## config.mk

```make
export PLATFORM = sky130hd
export DESIGN_NAME = uart_rx_flat
export DESIGN_NICKNAME = d
export VERILOG_FILES = /design/src/rtl/uart_pkg.sv /design/src/rtl/uart_rx_if.sv /design/src/rtl/uart_rx_sync_2ff.sv /design/src/rtl/uart_rx.sv /design/src/flat_wrapper.sv
export SDC_FILE = /design/constraint.sdc
export NUM_CORES = 1
export LEC_CHECK = 0
export CAP_MARGIN = 20
export CORE_AREA = 2 2 66 68
export DETAILED_ROUTE_END_ITERATION = 10
export DIE_AREA = 0 0 68 70
export GPL_TIMING_DRIVEN = 0
export PLACE_DENSITY = 0.61
export SYNTH_ARGS = -nofsm -noshare
export SYNTH_HDL_FRONTEND = slang
export SYNTH_HIERARCHICAL = 1
export SYNTH_SLANG_ARGS = --single-unit
```

## constraint.sdc

```tcl
create_clock -name clk -period 3.8 [get_ports clk]
set_clock_uncertainty 0.1 [all_clocks]
set_input_delay 0.76 -clock clk [delete_from_list [all_inputs] [get_ports clk]]
set_output_delay 0.76 -clock clk [all_outputs]
set_load 0.05 [all_outputs]
```

## src/rtl/uart_pkg.sv

```systemverilog
// Shared UART definitions for the RX and TX sides.
// Contents:
//   DATA_BITS       - payload bits per frame
//   PACKET_SIZE     - bits on the line per frame (start + data + stop)
//   uart_rx_state_t - receiver FSM states
//   clks_per_baud() - system clocks per serial bit, truncated
package uart_pkg;

  localparam int DATA_BITS   = 8;
  localparam int PACKET_SIZE = 10;

  typedef enum logic [2:0] {
    IDLE,
    START,
    DATA,
    STOP,
    WAIT_HIGH
  } uart_rx_state_t;

  function automatic int clks_per_baud(input int clk_rate, input int baud_rate);
    return clk_rate / baud_rate;
  endfunction

endpackage

```

## src/rtl/uart_rx_if.sv

```systemverilog
// Output side of the UART receiver: byte handshake plus error pulses.
// Signals:
//   data_read_ready  consumer -> receiver, consumer can accept data_out
//   data_read_valid  receiver -> consumer, data_out holds an unread byte
//   data_out         receiver -> consumer, received byte (LSB first on line)
//   frame_error      receiver -> consumer, one-cycle pulse, stop bit low
//   overrun          receiver -> consumer, one-cycle pulse, byte dropped
// Modports: master (receiver side), slave (consumer side).
interface uart_rx_if;
  import uart_pkg::*;

  logic                 data_read_ready;
  logic                 data_read_valid;
  logic [DATA_BITS-1:0] data_out;
  logic                 frame_error;
  logic                 overrun;

  modport master (
    input  data_read_ready,
    output data_read_valid,
    output data_out,
    output frame_error,
    output overrun
  );

  modport slave (
    output data_read_ready,
    input  data_read_valid,
    input  data_out,
    input  frame_error,
    input  overrun
  );

endinterface

```

## src/rtl/uart_rx_sync_2ff.sv

```systemverilog
// Two-flop synchroniser for a single asynchronous input.
// Ports:
//   clk    system clock
//   rst_n  asynchronous active-low reset, loads RESET_VAL into both flops
//   d      asynchronous input
//   q      synchronised output, lags d by two clocks
module sync_2ff #(
  parameter logic RESET_VAL = 1'b1
) (
  input  logic clk,
  input  logic rst_n,
  input  logic d,
  output logic q
);

  logic meta_p0;
  logic sync_p1;

  always_ff @(posedge clk or negedge rst_n) begin
    if (!rst_n) begin
      meta_p0 <= RESET_VAL;
      sync_p1 <= RESET_VAL;
    end else begin
      meta_p0 <= d;
      sync_p1 <= meta_p0;
    end
  end

  assign q = sync_p1;

endmodule

```

## src/rtl/uart_rx.sv

```systemverilog
// 8N1 UART receiver with mid-bit sampling and a one-entry output buffer.
// Ports:
//   clk       system clock, rising edge
//   areset_n  asynchronous active-low reset
//   rxd_in    asynchronous serial input, idles high
//   bus       uart_rx_if.master: valid/ready byte handshake, frame_error
//             and overrun one-cycle pulses
module uart_rx
  import uart_pkg::*;
#(
  parameter int CLK_RATE  = 50000000,
  parameter int BAUD_RATE = 115200
) (
  input  logic     clk,
  input  logic     areset_n,
  input  logic     rxd_in,
  uart_rx_if.master bus
);

  localparam int CPB   = clks_per_baud(CLK_RATE, BAUD_RATE);
  localparam int CNT_W = $clog2(CPB) + 1;
  // Half-bit load puts the start-bit sample at its centre; every later
  // sample then lands one full bit further on.
  localparam logic [CNT_W-1:0] HALF_LOAD = CNT_W'(CPB / 2 - 1);
  localparam logic [CNT_W-1:0] FULL_LOAD = CNT_W'(CPB - 1);

  if (CPB < 4) begin : g_cpb_check
    $error("uart_rx: CLKS_PER_BAUD must be at least 4");
  end

  logic                 rxd_s;
  uart_rx_state_t       state, state_nxt;
  logic [CNT_W-1:0]     clk_cnt, clk_cnt_nxt;
  logic [2:0]           bit_cnt, bit_cnt_nxt;
  logic [DATA_BITS-1:0] shift_reg, shift_nxt;
  logic                 commit;
  logic                 frame_err_nxt;

  logic                 valid_q;
  logic [DATA_BITS-1:0] data_q;
  logic                 frame_error_q;
  logic                 overrun_q;
  logic                 transfer;

  sync_2ff #(
    .RESET_VAL (1'b1)
  ) u_sync (
    .clk   (clk),
    .rst_n (areset_n),
    .d     (rxd_in),
    .q     (rxd_s)
  );

  always_ff @(posedge clk or negedge areset_n) begin
    if (!areset_n) begin
      state   <= IDLE;
      clk_cnt <= '0;
      bit_cnt <= '0;
    end else begin
      state   <= state_nxt;
      clk_cnt <= clk_cnt_nxt;
      bit_cnt <= bit_cnt_nxt;
    end
  end

  // Payload shifter carries data only; its contents are meaningless until
  // eight samples of a frame have been taken.
  always_ff @(posedge clk) begin
    shift_reg <= shift_nxt;
  end

  always_comb begin
    state_nxt     = state;
    clk_cnt_nxt   = clk_cnt;
    bit_cnt_nxt   = bit_cnt;
    shift_nxt     = shift_reg;
    commit        = 1'b0;
    frame_err_nxt = 1'b0;
    case (state)
      IDLE: begin
        if (!rxd_s) begin
          state_nxt   = START;
          clk_cnt_nxt = HALF_LOAD;
        end
      end
      START: begin
        if (clk_cnt == '0) begin
          if (!rxd_s) begin
            state_nxt   = DATA;
            clk_cnt_nxt = FULL_LOAD;
            bit_cnt_nxt = '0;
          end else begin
            // Line went back high before mid start bit: treat as a glitch.
            state_nxt = IDLE;
          end
        end else begin
          clk_cnt_nxt = clk_cnt - CNT_W'(1);
        end
      end
      DATA: begin
        if (clk_cnt == '0) begin
          shift_nxt   = {rxd_s, shift_reg[DATA_BITS-1:1]};
          clk_cnt_nxt = FULL_LOAD;
          if (bit_cnt == 3'd7) begin
            state_nxt = STOP;
          end else begin
            bit_cnt_nxt = bit_cnt + 3'd1;
          end
        end else begin
          clk_cnt_nxt = clk_cnt - CNT_W'(1);
        end
      end
      STOP: begin
        if (clk_cnt == '0) begin
          if (rxd_s) begin
            // Leave at mid stop bit so a back-to-back start edge is seen.
            commit    = 1'b1;
            state_nxt = IDLE;
          end else begin
            frame_err_nxt = 1'b1;
            state_nxt     = WAIT_HIGH;
          end
        end else begin
          clk_cnt_nxt = clk_cnt - CNT_W'(1);
        end
      end
      WAIT_HIGH: begin
        // A held-low (break) line must not look like endless start bits.
        if (rxd_s) begin
          state_nxt = IDLE;
        end
      end
      default: begin
        state_nxt = IDLE;
      end
    endcase
  end

  assign transfer = valid_q && bus.data_read_ready;

  // Output buffer: one byte deep. A commit that coincides with a read
  // refills the buffer; a commit into a full, unread buffer is dropped.
  always_ff @(posedge clk or negedge areset_n) begin
    if (!areset_n) begin
      valid_q       <= 1'b0;
      data_q        <= '0;
      frame_error_q <= 1'b0;
      overrun_q     <= 1'b0;
    end else begin
      frame_error_q <= frame_err_nxt;
      overrun_q     <= 1'b0;
      if (commit) begin
        if (!valid_q || transfer) begin
          data_q  <= shift_reg;
          valid_q <= 1'b1;
        end else begin
          overrun_q <= 1'b1;
        end
      end else if (transfer) begin
        valid_q <= 1'b0;
      end
    end
  end

  assign bus.data_read_valid = valid_q;
  assign bus.data_out        = data_q;
  assign bus.frame_error     = frame_error_q;
  assign bus.overrun         = overrun_q;

endmodule

```

## src/flat_wrapper.sv

```systemverilog
// flat-port wrapper written by rule: the top's interface ports become plain ports
module uart_rx_flat import uart_pkg::*;
#(
  parameter int CLK_RATE  = 50000000,
  parameter int BAUD_RATE = 115200
)
  (clk, areset_n, rxd_in, bus_data_read_ready, bus_data_read_valid, bus_data_out, bus_frame_error, bus_overrun);
  uart_rx_if bus_i ();
  input  logic clk;
  input  logic areset_n;
  input  logic rxd_in;
  input wire logic [$bits(bus_i.data_read_ready)-1:0] bus_data_read_ready;
  output wire logic [$bits(bus_i.data_read_valid)-1:0] bus_data_read_valid;
  output wire logic [$bits(bus_i.data_out)-1:0] bus_data_out;
  output wire logic [$bits(bus_i.frame_error)-1:0] bus_frame_error;
  output wire logic [$bits(bus_i.overrun)-1:0] bus_overrun;
  assign bus_i.data_read_ready = bus_data_read_ready;
  assign bus_data_read_valid = bus_i.data_read_valid;
  assign bus_data_out = bus_i.data_out;
  assign bus_frame_error = bus_i.frame_error;
  assign bus_overrun = bus_i.overrun;
  uart_rx #(.CLK_RATE(CLK_RATE), .BAUD_RATE(BAUD_RATE)) u_core (.clk(clk), .areset_n(areset_n), .rxd_in(rxd_in), .bus(bus_i));
endmodule
```

==> metrics.txt <==
Chip Width=68 um; worst-path cell chain=or4_4, buf_6, or3_1, nor3_1, clkbuf_4; final hold viol count=0; Seq/Total Area, Yosys=55.13%; PD cells=328.0 nW/um^2; Final min period=2.424 ns; Final Setup Violations=0; final WL=3.138 mm; Post-CTS Hold Fix Bufs=0; Leakage=0.8903 nW; root buffer cell=clkbuf_8; dpl hpwl=2.351 mm; Top FF cell, synth=dfrtp_1; ratio of cells with drive above 1 in the final layout=15.56%; Port-buffer cells=14; TritonCTS clock tree=yes; hold depth=0; Ys Warns=6; area of placed instances=1989 um^2; area leader, netlist=dfrtp_1; final core occ=50.27%; register area=968.4 um^2; worst endpoint data arrival time=2.32 ns; Slew HR=50.18%; Residual DRC=0; number of antenna diodes=0; max reg flops=10; area delta synth->final=18.59%; global-route wire length before repair=5.382 mm; asr flop ratio synth=78.38%; CP Max Fanout=8; Avg Cell Area, Syn=11.26 um^2; critical path capture point type=register; FP Rows=24; clock sinks=37; global-route usage over all layers=14.76%; Worst Hold Path EP=u_core/u_sync/q; DR pass1 iterations=5; slowest stage cell, crit path=or4_4; setup TNS=0 ns; Worst R2R End=u_core/shift_reg[0]; I/O pin count=15; max-slew violations=0; f_max=0.4125 GHz; Peak VDD IR=0.0002299 V; net count after synthesis=164; clk buf depth=2; Yosys reg bits=37; largest net degree at the start of global routing=17; Post-CTS Setup Bufs=0; synthesized cell area=1757 um^2; WL/cell=13.53 um; post-synth top area share=38.46%; R2R Path Start=u_core/clk_cnt[5]; Synth top cells by count=27 x dfrtp_1, 18 x nand2_1, 10 x nor2_1; Hold Crit Start=u_core/u_sync/meta_p0; max cap viols=0; Syn Inst Count=156; via count=1249; worst reg-to-reg setup slack=1.38 ns; Final GP Congestion=0.7915; outcome=finished clean; initial core utilization=42.39%; fin nets=187; H-tree Lvls=2; Die ar.=4760 um^2; vias in the first global route=1188; FILL cells=386; worst r2r path cells=5; Post-synth EDFFs=8; Crit path max-delay family=simple AND/OR/NAND/NOR gates; Worst-path clk slew=0.07 ns; hold_ws=0.2589 ns; Critical Path Max Stage Delay=0.55 ns; total CTS buffers=5; most common cell in the netlist=dfrtp_1; Core ar.=4144 um^2; Crit Path Category=reg -> reg; worst min-delay path class=reg -> reg; die height=70 um; post-route cell area=2083 um^2; Worst Max-Slew Pin Slew=0.7450 ns; total congestion overflow=0; clock latency on the worst-skew pair=0.29 ns; Final Cycle Share=63.79%; ranking of synthesized cells by area=dfrtp_1 38%, edfxtp_1 14%, mux2_2 5.1%, nand2_1 3.8%, dfstp_2 3.0%; CP bufs+invs=2; vias per cell=5.384; RSZ-0062 raised after global routing=false; Multi-input gate area=740.7 um^2; initial antenna violation count=0; CP required=3.69 ns; ANT nets after route=0; initial drt markers=103; CP startpoint kind=register; Synth cell types=40; Post-CTS Resized=0
==> power breakdown <==
group | switching (mW) | internal [mW]
Clock | 0.135 | 0.127
Sequential | 0.00131 | 0.406
Combinational | 0.00763 | 0.00632
Total | 0.144 | 0.539
==> through the flow <==
| step | setup slack, ns | std cells | power (mW) |
|---|---|---|---|
| global placement | 0.8206 | 222 | 0.4263 |
| finish | 1.376 | 232 | 0.6833 |
| detailed placement | 0.8403 | 223 | 0.4301 |
| CTS | 0.8247 | 231 | 0.6943 |
| global route | 1.312 | 232 | 0.7127 |
| floorplan | 1.169 | 156 | 0.4165 |
==> final cells by class <==
type / count / area share, %
Multi-Input combinational cell: 109 / 35.56
Tap cell: 52 / 3.123
Inverter: 4 / 0.7207
Timing Repair Buffer: 16 / 8.408
Sequential cell: 37 / 46.49
Clock buffer: 5 / 3.303
Clock inverter: 3 / 0.8408
Buffer: 6 / 1.562
==> layout by cell type (no fill, tap or decap), drive strengths merged, types with 3 or more instances in the layout <==
cell type	count
a21oi	7
edfxtp	8
nand2	18
ha	4
a21o	3
inv	4
clkdlybuf4s50	14
o21ai	10
clkinv	3
nor3	6
nor3b	3
a22o	3
nor2	10
dfrtp	27
clkbuf	8
buf	5
nand3	6
mux2	8
or3	7
nand2b	5
==> per-layer routing <==
metal	GRT usage [%]	wire length (um)
met5	0	0
met2	22.76	1513
met3	4.509	144
met4	4.667	36
met1	19.70	1443
==> logic make-up after synthesis <==
family          Yosys count  share of synthesized area, %
flops                    37                         55.13
buf+inv                  10                         2.706
compound gates           33                         12.89
fa+ha+maj                 4                         2.849
simple gates             62                         20.23
mux                       9                         5.698
xor+xnor                  1                        0.4987
==> worst register-to-register path, delay by kind of cell (launching register included) <==
family | cells | cell delay [ns]
flops | 1 | 0.44
buf+inv | 2 | 0.40
simple gates | 3 | 1.20
==> how the worst max path moves through the flow <==
stage | from | end | slack (ns) | cells after the start
6_report | u_core/clk_cnt[5] | u_core/shift_reg[0] | 1.38 | 5
2_1_floorplan | u_core/clk_cnt[5] | u_core/shift_reg[0] | 1.17 | 4
5_1_grt | u_core/clk_cnt[5] | u_core/shift_reg[0] | 1.31 | 5
3_5_place_dp | u_core/clk_cnt[5] | u_core/shift_reg[5] | 0.84 | 4
3_3_place_gp | u_core/clk_cnt[5] | u_core/shift_reg[7] | 0.82 | 4
4_1_cts | u_core/clk_cnt[5] | u_core/shift_reg[0] | 0.82 | 4
(Power assumes the default switching activity.)
